## config.mk

```make
export PLATFORM = sky130hd
export DESIGN_NAME = cflog_writer_flat
export DESIGN_NICKNAME = d
export VERILOG_FILES = /design/src/rtl/cflog_pkg.sv /design/src/rtl/cflog_writer_if.sv /design/src/rtl/cflog_fifo.sv /design/src/rtl/cflog_writer.sv /design/src/flat_wrapper.sv
export SDC_FILE = /design/constraint.sdc
export NUM_CORES = 1
export LEC_CHECK = 0
export BUFFER_PORTS_ARGS = -buffer_cell sky130_fd_sc_hd__buf_2
export CELL_PAD_IN_SITES_DETAIL_PLACEMENT = 0
export CELL_PAD_IN_SITES_GLOBAL_PLACEMENT = 2
export CORE_MARGIN = 10
export CORE_UTILIZATION = 43
export DETAILED_ROUTE_END_ITERATION = 16
export HOLD_SLACK_MARGIN = 0.1
export PLACE_DENSITY = 0.88
export SLEW_MARGIN = 15
export SYNTH_ARGS = -nofsm -noshare
export SYNTH_HDL_FRONTEND = slang
export SYNTH_HIERARCHICAL = 1
export SYNTH_SLANG_ARGS = --single-unit
```

## constraint.sdc

```tcl
create_clock -name clk -period 3.49 [get_ports clk]
set_input_delay 0.349 -clock clk [delete_from_list [all_inputs] [get_ports clk]]
set_output_delay 0.349 -clock clk [all_outputs]
set_load 0.01 [all_outputs]
```

## src/rtl/cflog_pkg.sv

```systemverilog
// -----------------------------------------------------------------------------
// cflog_pkg
// Shared definitions for the control-flow log writer:
//   state_e          - writer FSM encoding (IDLE / ISSUE / FLUSH)
//   entry_t          - one buffered log record {addr, data}
//   LOG_BASE_DEFAULT - default byte base of the CFLog region
//   log_addr()       - base + offset, 16-bit wrap, forced even
// -----------------------------------------------------------------------------
package cflog_pkg;

  localparam logic [15:0] LOG_BASE_DEFAULT = 16'hE000;

  typedef enum logic [1:0] {
    IDLE  = 2'b00,
    ISSUE = 2'b01,
    FLUSH = 2'b10
  } state_e;

  typedef struct packed {
    logic [15:0] addr;
    logic [15:0] data;
  } entry_t;

  // Carry out of bit 15 is discarded; bit 0 is cleared so a stray odd
  // offset can never produce a misaligned halfword write.
  function automatic logic [15:0] log_addr(input logic [15:0] base,
                                           input logic [15:0] ptr);
    logic [15:0] sum;
    sum = base + ptr;
    return {sum[15:1], 1'b0};
  endfunction

endpackage

```

## src/rtl/cflog_writer_if.sv

```systemverilog
// -----------------------------------------------------------------------------
// cflog_writer_if
// Memory write port of the CFLog writer.
//   mem_req   - write request (writer -> memory)
//   mem_addr  - byte write address (writer -> memory)
//   mem_wdata - write data (writer -> memory)
//   mem_gnt   - write accepted when high together with mem_req (memory -> writer)
// Modports: master = writer side, slave = memory side.
// -----------------------------------------------------------------------------
interface cflog_writer_if;

  logic        mem_req;
  logic [15:0] mem_addr;
  logic [15:0] mem_wdata;
  logic        mem_gnt;

  modport master (
    output mem_req,
    output mem_addr,
    output mem_wdata,
    input  mem_gnt
  );

  modport slave (
    input  mem_req,
    input  mem_addr,
    input  mem_wdata,
    output mem_gnt
  );

endinterface

```

## src/rtl/cflog_fifo.sv

```systemverilog
// -----------------------------------------------------------------------------
// cflog_fifo
// Small synchronous FIFO of log entries with a combinational head.
//   clk       - clock, rising edge
//   reset_n   - asynchronous active-low reset (pointers and count only)
//   push      - write push_data this cycle (ignored when full without pop)
//   push_data - entry to store
//   pop       - retire the head this cycle (ignored when empty)
//   head      - oldest stored entry
//   full      - count == DEPTH
//   empty     - count == 0
//   count     - number of stored entries
// A push and a pop in the same cycle are both honoured even when full,
// because the pop frees the slot the push lands in.
// -----------------------------------------------------------------------------
module cflog_fifo
  import cflog_pkg::*;
#(
  parameter int DEPTH = 4
) (
  input  logic                       clk,
  input  logic                       reset_n,
  input  logic                       push,
  input  entry_t                     push_data,
  input  logic                       pop,
  output entry_t                     head,
  output logic                       full,
  output logic                       empty,
  output logic [$clog2(DEPTH):0]     count
);

  localparam int AW = $clog2(DEPTH);
  localparam int CW = AW + 1;

  entry_t          slots [DEPTH];
  logic [AW-1:0]   wr_ptr;
  logic [AW-1:0]   rd_ptr;
  logic            do_push;
  logic            do_pop;

  assign empty   = (count == CW'(0));
  assign full    = (count == CW'(DEPTH));
  assign do_pop  = pop & ~empty;
  assign do_push = push & (~full | do_pop);
  assign head    = slots[rd_ptr];

  // Control state: pointers wrap naturally because DEPTH is a power of two.
  always_ff @(posedge clk or negedge reset_n) begin
    if (!reset_n) begin
      wr_ptr <= '0;
      rd_ptr <= '0;
      count  <= '0;
    end else begin
      if (do_push) wr_ptr <= wr_ptr + 1'b1;
      if (do_pop)  rd_ptr <= rd_ptr + 1'b1;
      case ({do_push, do_pop})
        2'b10:   count <= count + 1'b1;
        2'b01:   count <= count - 1'b1;
        default: count <= count;
      endcase
    end
  end

  // Storage is data only; stale contents are never visible because the
  // head is only consumed while count is non-zero.
  always_ff @(posedge clk) begin
    if (do_push) slots[wr_ptr] <= push_data;
  end

endmodule

```

## src/rtl/cflog_writer.sv

```systemverilog
// -----------------------------------------------------------------------------
// cflog_writer
// Buffers control-flow log entries from the log monitor and writes them to
// data memory one halfword record at a time.
//   clk           - clock, rising edge
//   reset_n       - asynchronous active-low reset
//   hw_wr_en      - log-write request, one entry per cycle high
//   cflow_log_ptr - byte offset of the entry inside the log region
//   pc_nxt        - branch destination to record
//   flush         - flush request (level; its rising edge starts a flush)
//   mem           - memory write port (cflog_writer_if.master)
//   busy          - entries buffered or a write outstanding
//   ovf           - sticky: an entry was dropped because the FIFO was full
//   flush_done    - one-cycle pulse once everything queued before the
//                   flush request (and during it) has been written
// Entries go straight into the FIFO on the capture edge; the FSM sees the
// non-empty FIFO on the following edge, giving a two-cycle request latency.
// -----------------------------------------------------------------------------
module cflog_writer
  import cflog_pkg::*;
#(
  parameter logic [15:0] LOG_BASE   = LOG_BASE_DEFAULT,
  parameter int          FIFO_DEPTH = 4
) (
  input  logic                  clk,
  input  logic                  reset_n,
  input  logic                  hw_wr_en,
  input  logic [15:0]           cflow_log_ptr,
  input  logic [15:0]           pc_nxt,
  input  logic                  flush,
  cflog_writer_if.master        mem,
  output logic                  busy,
  output logic                  ovf,
  output logic                  flush_done
);

  localparam int CW = $clog2(FIFO_DEPTH) + 1;

  state_e          state_q;
  state_e          state_d;
  logic            flush_q;
  logic            flush_pend_q;
  logic            flush_pend_d;
  logic            ovf_q;

  logic            flush_rise;
  logic            issue;
  logic            pop;
  logic            drop;
  logic            last_pop;
  logic            fifo_full;
  logic            fifo_empty;
  logic [CW-1:0]   fifo_count;
  entry_t          new_entry;
  entry_t          head;

  assign new_entry  = '{addr: log_addr(LOG_BASE, cflow_log_ptr), data: pc_nxt};

  assign issue      = (state_q == ISSUE);
  assign pop        = issue & mem.mem_gnt;
  // A full FIFO still accepts the entry when the head retires this cycle.
  assign drop       = hw_wr_en & fifo_full & ~pop;
  // The FIFO drains this cycle only if no new entry arrives alongside the pop.
  assign last_pop   = pop & (fifo_count == CW'(1)) & ~hw_wr_en;
  assign flush_rise = flush & ~flush_q;

  cflog_fifo #(
    .DEPTH (FIFO_DEPTH)
  ) u_fifo (
    .clk       (clk),
    .reset_n   (reset_n),
    .push      (hw_wr_en),
    .push_data (new_entry),
    .pop       (pop),
    .head      (head),
    .full      (fifo_full),
    .empty     (fifo_empty),
    .count     (fifo_count)
  );

  // Next-state and flush bookkeeping.
  always_comb begin
    state_d      = state_q;
    flush_pend_d = flush_pend_q;

    unique case (state_q)
      IDLE: begin
        if (!fifo_empty)
          state_d = ISSUE;
        else if (flush_rise || flush_pend_q)
          state_d = FLUSH;
      end
      ISSUE: begin
        if (last_pop)
          state_d = (flush_pend_q || flush_rise) ? FLUSH : IDLE;
      end
      FLUSH: begin
        state_d = fifo_empty ? IDLE : ISSUE;
      end
      default: state_d = IDLE;
    endcase

    // A new request arriving during FLUSH survives, so it earns its own pulse.
    if (state_q == FLUSH) flush_pend_d = 1'b0;
    if (flush_rise)       flush_pend_d = 1'b1;
  end

  always_ff @(posedge clk or negedge reset_n) begin
    if (!reset_n) begin
      state_q      <= IDLE;
      flush_q      <= 1'b0;
      flush_pend_q <= 1'b0;
      ovf_q        <= 1'b0;
    end else begin
      state_q      <= state_d;
      flush_q      <= flush;
      flush_pend_q <= flush_pend_d;
      if (drop) ovf_q <= 1'b1;
    end
  end

  // Outputs decode from registered state, so reset clears them immediately.
  assign mem.mem_req   = issue;
  assign mem.mem_addr  = issue ? head.addr : 16'h0000;
  assign mem.mem_wdata = issue ? head.data : 16'h0000;
  assign busy          = (fifo_count != CW'(0)) | issue;
  assign ovf           = ovf_q;
  assign flush_done    = (state_q == FLUSH);

endmodule

```

## src/flat_wrapper.sv

```systemverilog
// flat-port wrapper written by rule: the top's interface ports become plain ports
module cflog_writer_flat import cflog_pkg::*;
#(
  parameter logic [15:0] LOG_BASE   = LOG_BASE_DEFAULT,
  parameter int          FIFO_DEPTH = 4
)
  (clk, reset_n, hw_wr_en, cflow_log_ptr, pc_nxt, flush, busy, ovf, flush_done, mem_mem_req, mem_mem_addr, mem_mem_wdata, mem_mem_gnt);
  cflog_writer_if mem_i ();
  input  logic clk;
  input  logic reset_n;
  input  logic hw_wr_en;
  input  logic [15:0] cflow_log_ptr;
  input  logic [15:0] pc_nxt;
  input  logic flush;
  output logic busy;
  output logic ovf;
  output logic flush_done;
  output wire logic [$bits(mem_i.mem_req)-1:0] mem_mem_req;
  output wire logic [$bits(mem_i.mem_addr)-1:0] mem_mem_addr;
  output wire logic [$bits(mem_i.mem_wdata)-1:0] mem_mem_wdata;
  input wire logic [$bits(mem_i.mem_gnt)-1:0] mem_mem_gnt;
  assign mem_mem_req = mem_i.mem_req;
  assign mem_mem_addr = mem_i.mem_addr;
  assign mem_mem_wdata = mem_i.mem_wdata;
  assign mem_i.mem_gnt = mem_mem_gnt;
  cflog_writer #(.LOG_BASE(LOG_BASE), .FIFO_DEPTH(FIFO_DEPTH)) u_core (.clk(clk), .reset_n(reset_n), .hw_wr_en(hw_wr_en), .cflow_log_ptr(cflow_log_ptr), .pc_nxt(pc_nxt), .flush(flush), .mem(mem_i), .busy(busy), .ovf(ovf), .flush_done(flush_done));
endmodule
```

-- Yosys cells after proc, flatten, opt, wreduce, memory -nomap -nowiden
Memories as Yosys holds them, arrays and structs flattened.
Cells that the tools add are included.
W data, S select, Z words.
- register bits: 12
- RAM bits: 124
- input bits: 37
- output and inout bits: 36
- logic and storage cells: 56
- memories kept: 1
- $add $sub $neg: 5
- eq/ne operators: 8
- mux-type cells: 13
- bitwise gates (word level): 15
- reductions and logical operators: 7
- memory list (name ; depth ; bits a word ; read ports ; clocked after memory_dff ; wr ports ; RTL line ; text):
    u_core.u_fifo.slots ; 4 ; 31 ; 1 ; 0 ; 1 ; cflog_fifo.sv:35 ; entry_t slots [DEPTH];
- operator list (cell ; number):
    $mux W16 ; 2
    $add A16 B16 Y16 const A ; 1
    $and A1 B1 Y1 ; 8
    $mux W2 ; 4
    $pmux W2 S3 ; 1
    $pmux W3 S2 ; 1
    $mux W1 ; 5
    $not A1 Y1 ; 5
    $add A2 B1 Y2 const B ; 2
    $eq A2 B1 Y1 const B ; 2
    $eq A2 B2 Y1 const B ; 2
    $reduce_bool A2 Y1 ; 2
    $add A3 B1 Y3 const B ; 1
    $eq A3 B1 Y1 const B ; 1
    $eq A3 B3 Y1 const B ; 1
    $logic_not A3 Y1 ; 1
    $ne A3 B3 Y1 const B ; 1
    $reduce_bool A3 Y1 ; 1
    $sub A3 B1 Y3 const B ; 1
    $logic_not A2 Y1 ; 1
    $ne A2 B2 Y1 const B ; 1
    $or A1 B1 Y1 ; 2
    $reduce_and A2 Y1 ; 1
    $logic_or A1 B1 Y1 ; 1

-- Depth between registers and ports, before layout
- depth after elaboration: 7
- gate-level depth with buffers: 8
- mapped depth without buffers: 8

-- Modules after synthesis
Netlist, hierarchy kept.
- by module, submodules not included (module ; instances ; cells each ; area an instance (um^2) ; sequential area each (um^2)):
    cflog_fifo ; 1 ; 214 ; 5107.4 ; 4018.9
    cflog_writer ; 1 ; 61 ; 476.7 ; 125.1

-- Worst setup path before layout
Ideal clock, no wire load.
- path kind: flip-flop to flip-flop
- from: register u_core.state_q[0]
- to: memory u_core/u_fifo/slots[0][0] in the netlist's numbering (enable)
- setup time: 0.392 ns
- arrival: 2.129 ns
- required time: 3.098 ns
- slack: 0.969 ns
- stages on the path, launching flop included: 6
- buffers on the path: 0
- clock period less this slack: 2.521 ns
- cell sequence: dfrtp_1 > nor2b_1 > and2_1 > nor4b_4 > nor2b_2 > and2_1
- cells in the longest elaborated chain, start to end: 7
- RTL lines (item ; RTL line ; text):
    from (decl) ; cflog_writer.sv:39 ; state_e state_q;
    from (signal assigned) ; cflog_writer.sv:115 ; state_q <= state_d;
    $eq A2 B1 Y1 ; cflog_writer.sv:59 ; assign issue = (state_q == ISSUE);
    $and A1 B1 Y1 ; cflog_writer.sv:60 ; assign pop = issue & mem.mem_gnt;
    named net u_core.pop ; cflog_writer.sv:48 ; logic pop;
    $and A1 B1 Y1 ; cflog_fifo.sv:43 ; assign do_pop = pop & ~empty;
    $or A1 B1 Y1 ; cflog_fifo.sv:44 ; assign do_push = push & (~full | do_pop);
    $and A1 B1 Y1 ; cflog_fifo.sv:44 ;
    $mux W1 ; cflog_fifo.sv:67 ; if (do_push) slots[wr_ptr] <= push_data;
    $mux W1 (implied by the code) ; cflog_fifo.sv:67 ;
    to (decl) ; cflog_fifo.sv:35 ;
The timed path passes the listed nets, and every way through them passes these cells.

==> results.md <==
- Status: finished, final reports clean
- # IOs: 73
- Most frequent cells in the layout: edfxtp_1, buf_2, and2_1
- DP Area: between 6000 and 7000 sq um
- WP data required: between 3 and 4 ns
- Detailed-router iteration count before antenna repair: 4
- Number of global-route vias before repair: between 3000 and 4000
- Switching fraction of total power: between 20% and 30%
- Levels on crit path: 4
- Worst setup path end: mem_mem_addr[1]
- Deepest clock path buffer count: 2
- DPL Wire Length: 6.23 mm
- Die Area: roughly 18000 sq um
- CP Capture Type: primary output
- Highest Clock Rate: ~0.38 GHz
- WP buf/inv: 2
- Final Power: 0.00609 W
- Remaining DRCs: 0
- CP Class: flop to primary output
- Total Wirelength: about 10 mm
- Synth area leader: edfxtp_1
- R2R setup slack: 1.00 ns
- Setup TNS: 0 ns
- Reg clk slew, reported paths: roughly 0.050 ns
- Reg2Reg Capture Point: u_core/u_fifo/count[2]
- Leakage: approximately 2.5 nW
- Initial antenna violation count: 0
- CTS buffer count: 17
- IO buf count: just over 70
- Register area: 4150 sq um
- DRT iter0 DRCs: around 130
- Cells after Synth: 275
- CTS root buf: clkbuf_16
- # clock sinks: 140
- Mapped Avg Cell Area: 20.3 sq um
- Clock skew: between 0.005 and 0.006 ns
- Worst r2r src: u_core/state_q[0]
- CP max FO: 15
- Worst setup SP type: flop
- Synth Register Bits: 140
- Die height: 134 microns
- CP max stage cell: dfrtp_2
- Largest cells by area after synthesis: edfxtp_1, mux4_2, dfrtp_1, and2_1, ha_1
- Largest net degree at the start of global routing: 36
- Post-Syn Area: approximately 5600 sq um
- RSZ-0062 raised after global routing: no
- Post-synth top area share: between 60% and 70%
- Max-Cap Viols: 0
- Multi-input gate area: roughly 1400 sq um
- Post-synthesis sequential area ratio: 74.2%
- Crit path max-delay family: flip-flops
- Worst path cell trace: buf_4 -> mux4_2 -> and2_1 -> buf_2
- Crit path arrival time: between 2 and 2.5 ns
- H-tree depth: 4
- Hold Path Class: input port to flop
- Slew Viols, Final: 0
- Drt via density: 4.97
- YS warnings: 6
- Minimum clock period: roughly 2.7 ns
- Syn-to-layout area delta: 21.7%
- VDD IR max: 0.385 mV
- Period utilization: roughly three quarters
- Number of core rows: 41
- Slew Limit Headroom: about two fifths
- Starting Density: approximately 44%
- Count of final setup violators: 0
- Setup crit start: u_core/u_fifo/rd_ptr[0]
- Fill cell count: roughly 1000
- Layout cell share with drive strength beyond 1: 40.5%
- PwrDens: 896 nW/um^2
- Commonest non-fill, non-tap cell in the layout: edfxtp_1
- Gate power share: 28.1%
- Drt wl/cell: between 15 and 20 microns
- R2r worst-path depth: 8
- Die X: between 100 and 150 microns
- Worst skew pair latency: just over 0.4 ns
- Placeable core region: about 13000 sq um
- Total grt overflow: 0
- Global-route wire length before repair: 16.1 mm
- CP peak stage delay: 0.70 ns
- Routed via count: between 2000 and 3000
- CTS tree: built
- Synth unique cells: 38
- Fin util: ~54%
- Nets: 406
- Ant diodes: 0
- GRT Total Usage: about an eighth
- Part of the power in registers: between 40 and 50%
- Internal Dissipation: about 0.0043 W
- Least-Margin Pin Slew: about 0.91 ns
- Cell area after layout: a little under 7000 sq um
- Clock share of power: a little under a third
- Routability cong.: approximately 0.71
- Post-DRT Antenna Nets: 0
- Switch Pwr: roughly 0.0017 W
- Fin. Hold Viols: 0
- Post_cts resized: 0
## per-layer routing
layer	up-vias	wire length (microns)	global-route usage (%)
met4	0	155	6.17
met2	59	5510	20.4
met3	18	465	4.07
li1	1256	-	-
met5	-	0	0
met1	1385	4040	13.0
## stage by stage
| stage | cells | setup slack (ns) | hold slack [ns] |
|---|---|---|---|
| floorplan | 278 | 0.969 | 0.0534 |
| global placement | 514 | 1.03 | 0.240 |
| detailed placement | 514 | 0.981 | 0.246 |
| CTS | 547 | 0.731 | 0.123 |
| global route | 547 | 0.640 | 0.137 |
| finish | 547 | 0.827 | 0.142 |
## layout make-up
type	instances	area share, %
Clock buffer	18	6.31
Clock inverter	13	2.91
Inverter	10	0.552
Multi-Input combinational cell	116	20.0
Sequential cell	140	61.0
Tap cell	172	3.17
Timing Repair Buffer	78	6.07
## cell usage after synthesis (all sizes together)
| master | n |
|---|---|
| edfxtp | 128 |
| and2 | 37 |
| mux4 | 32 |
| dfrtp | 12 |
| inv | 10 |
| buf | 8 |
| ha | 5 |
| xor2 | 5 |
| clkbuf | 4 |
| nand2 | 3 |
| nor2b | 3 |
| nand3 | 2 |
| o2111ai | 2 |
| or4 | 2 |
| xnor2 | 2 |
| a2111oi | 1 |
| a21o | 1 |
| a21oi | 1 |
| a22oi | 1 |
| and3 | 1 |
| conb | 1 |
| fa | 1 |
| mux2 | 1 |
| nand2b | 1 |
| nand3b | 1 |
| nor2 | 1 |
| nor3 | 1 |
| nor4b | 1 |
| o21ai | 1 |
| o21bai | 1 |
| o2bb2ai | 1 |
| o31a | 1 |
| o32ai | 1 |
| or2 | 1 |
| or2b | 1 |
## power by group through the flow
stage / Combinational (W) / Sequential (W) / Clock [W]
6_report: 0.00171 / 0.00250 / 0.00188
4_1_cts: 0.00177 / 0.00251 / 0.00193
2_1_floorplan: 0.00129 / 0.00236 / 0
5_1_grt: 0.00187 / 0.00255 / 0.00201
3_5_place_dp: 0.00176 / 0.00255 / 0
3_3_place_gp: 0.00174 / 0.00252 / 0
## sequential cells by signal, summed over array words and instances, names as in the netlist
signal                count
u_core/u_fifo/wr_ptr      2
u_core/flush_pend_q       1
u_core/flush_q            1
u_core/u_fifo/rd_ptr      2
u_core/ovf                1
u_core/state_q            2
u_core/u_fifo/slots     128
u_core/u_fifo/count       3
## repair_timing
item	4_1_cts	5_1_grt
buffers inserted	0	0
hold endpoints to repair	13	0
hold buffers	2	0
## kinds of logic after synthesis
family | after synthesis | share of synthesized area [%]
XOR/XNOR | 7 | 1.10
buffers and inverters | 22 | 1.79
multiplexers | 33 | 13.1
other | 1 | 0.0672
adder cells (fa/ha/maj) | 6 | 1.48
flip-flops | 140 | 74.2
AND/OR/NAND/NOR | 55 | 6.45
AO/OA/AOI/OAI | 11 | 1.79
## how the worst min path moves through the flow
stage | startpoint | slack (ns) | cells past startpoint | to
floorplan | reset_n | 0.05 | 0 | u_core/flush_pend_q
global placement | reset_n | 0.24 | 1 | u_core/flush_pend_q
detailed placement | reset_n | 0.25 | 1 | u_core/flush_q
CTS | pc_nxt[9] | 0.12 | 1 | u_core/u_fifo/slots[2][9]
global route | pc_nxt[9] | 0.14 | 1 | u_core/u_fifo/slots[3][9]
finish | pc_nxt[9] | 0.14 | 1 | u_core/u_fifo/slots[2][9]
Note: power is estimated with default switching activity, not from simulation.
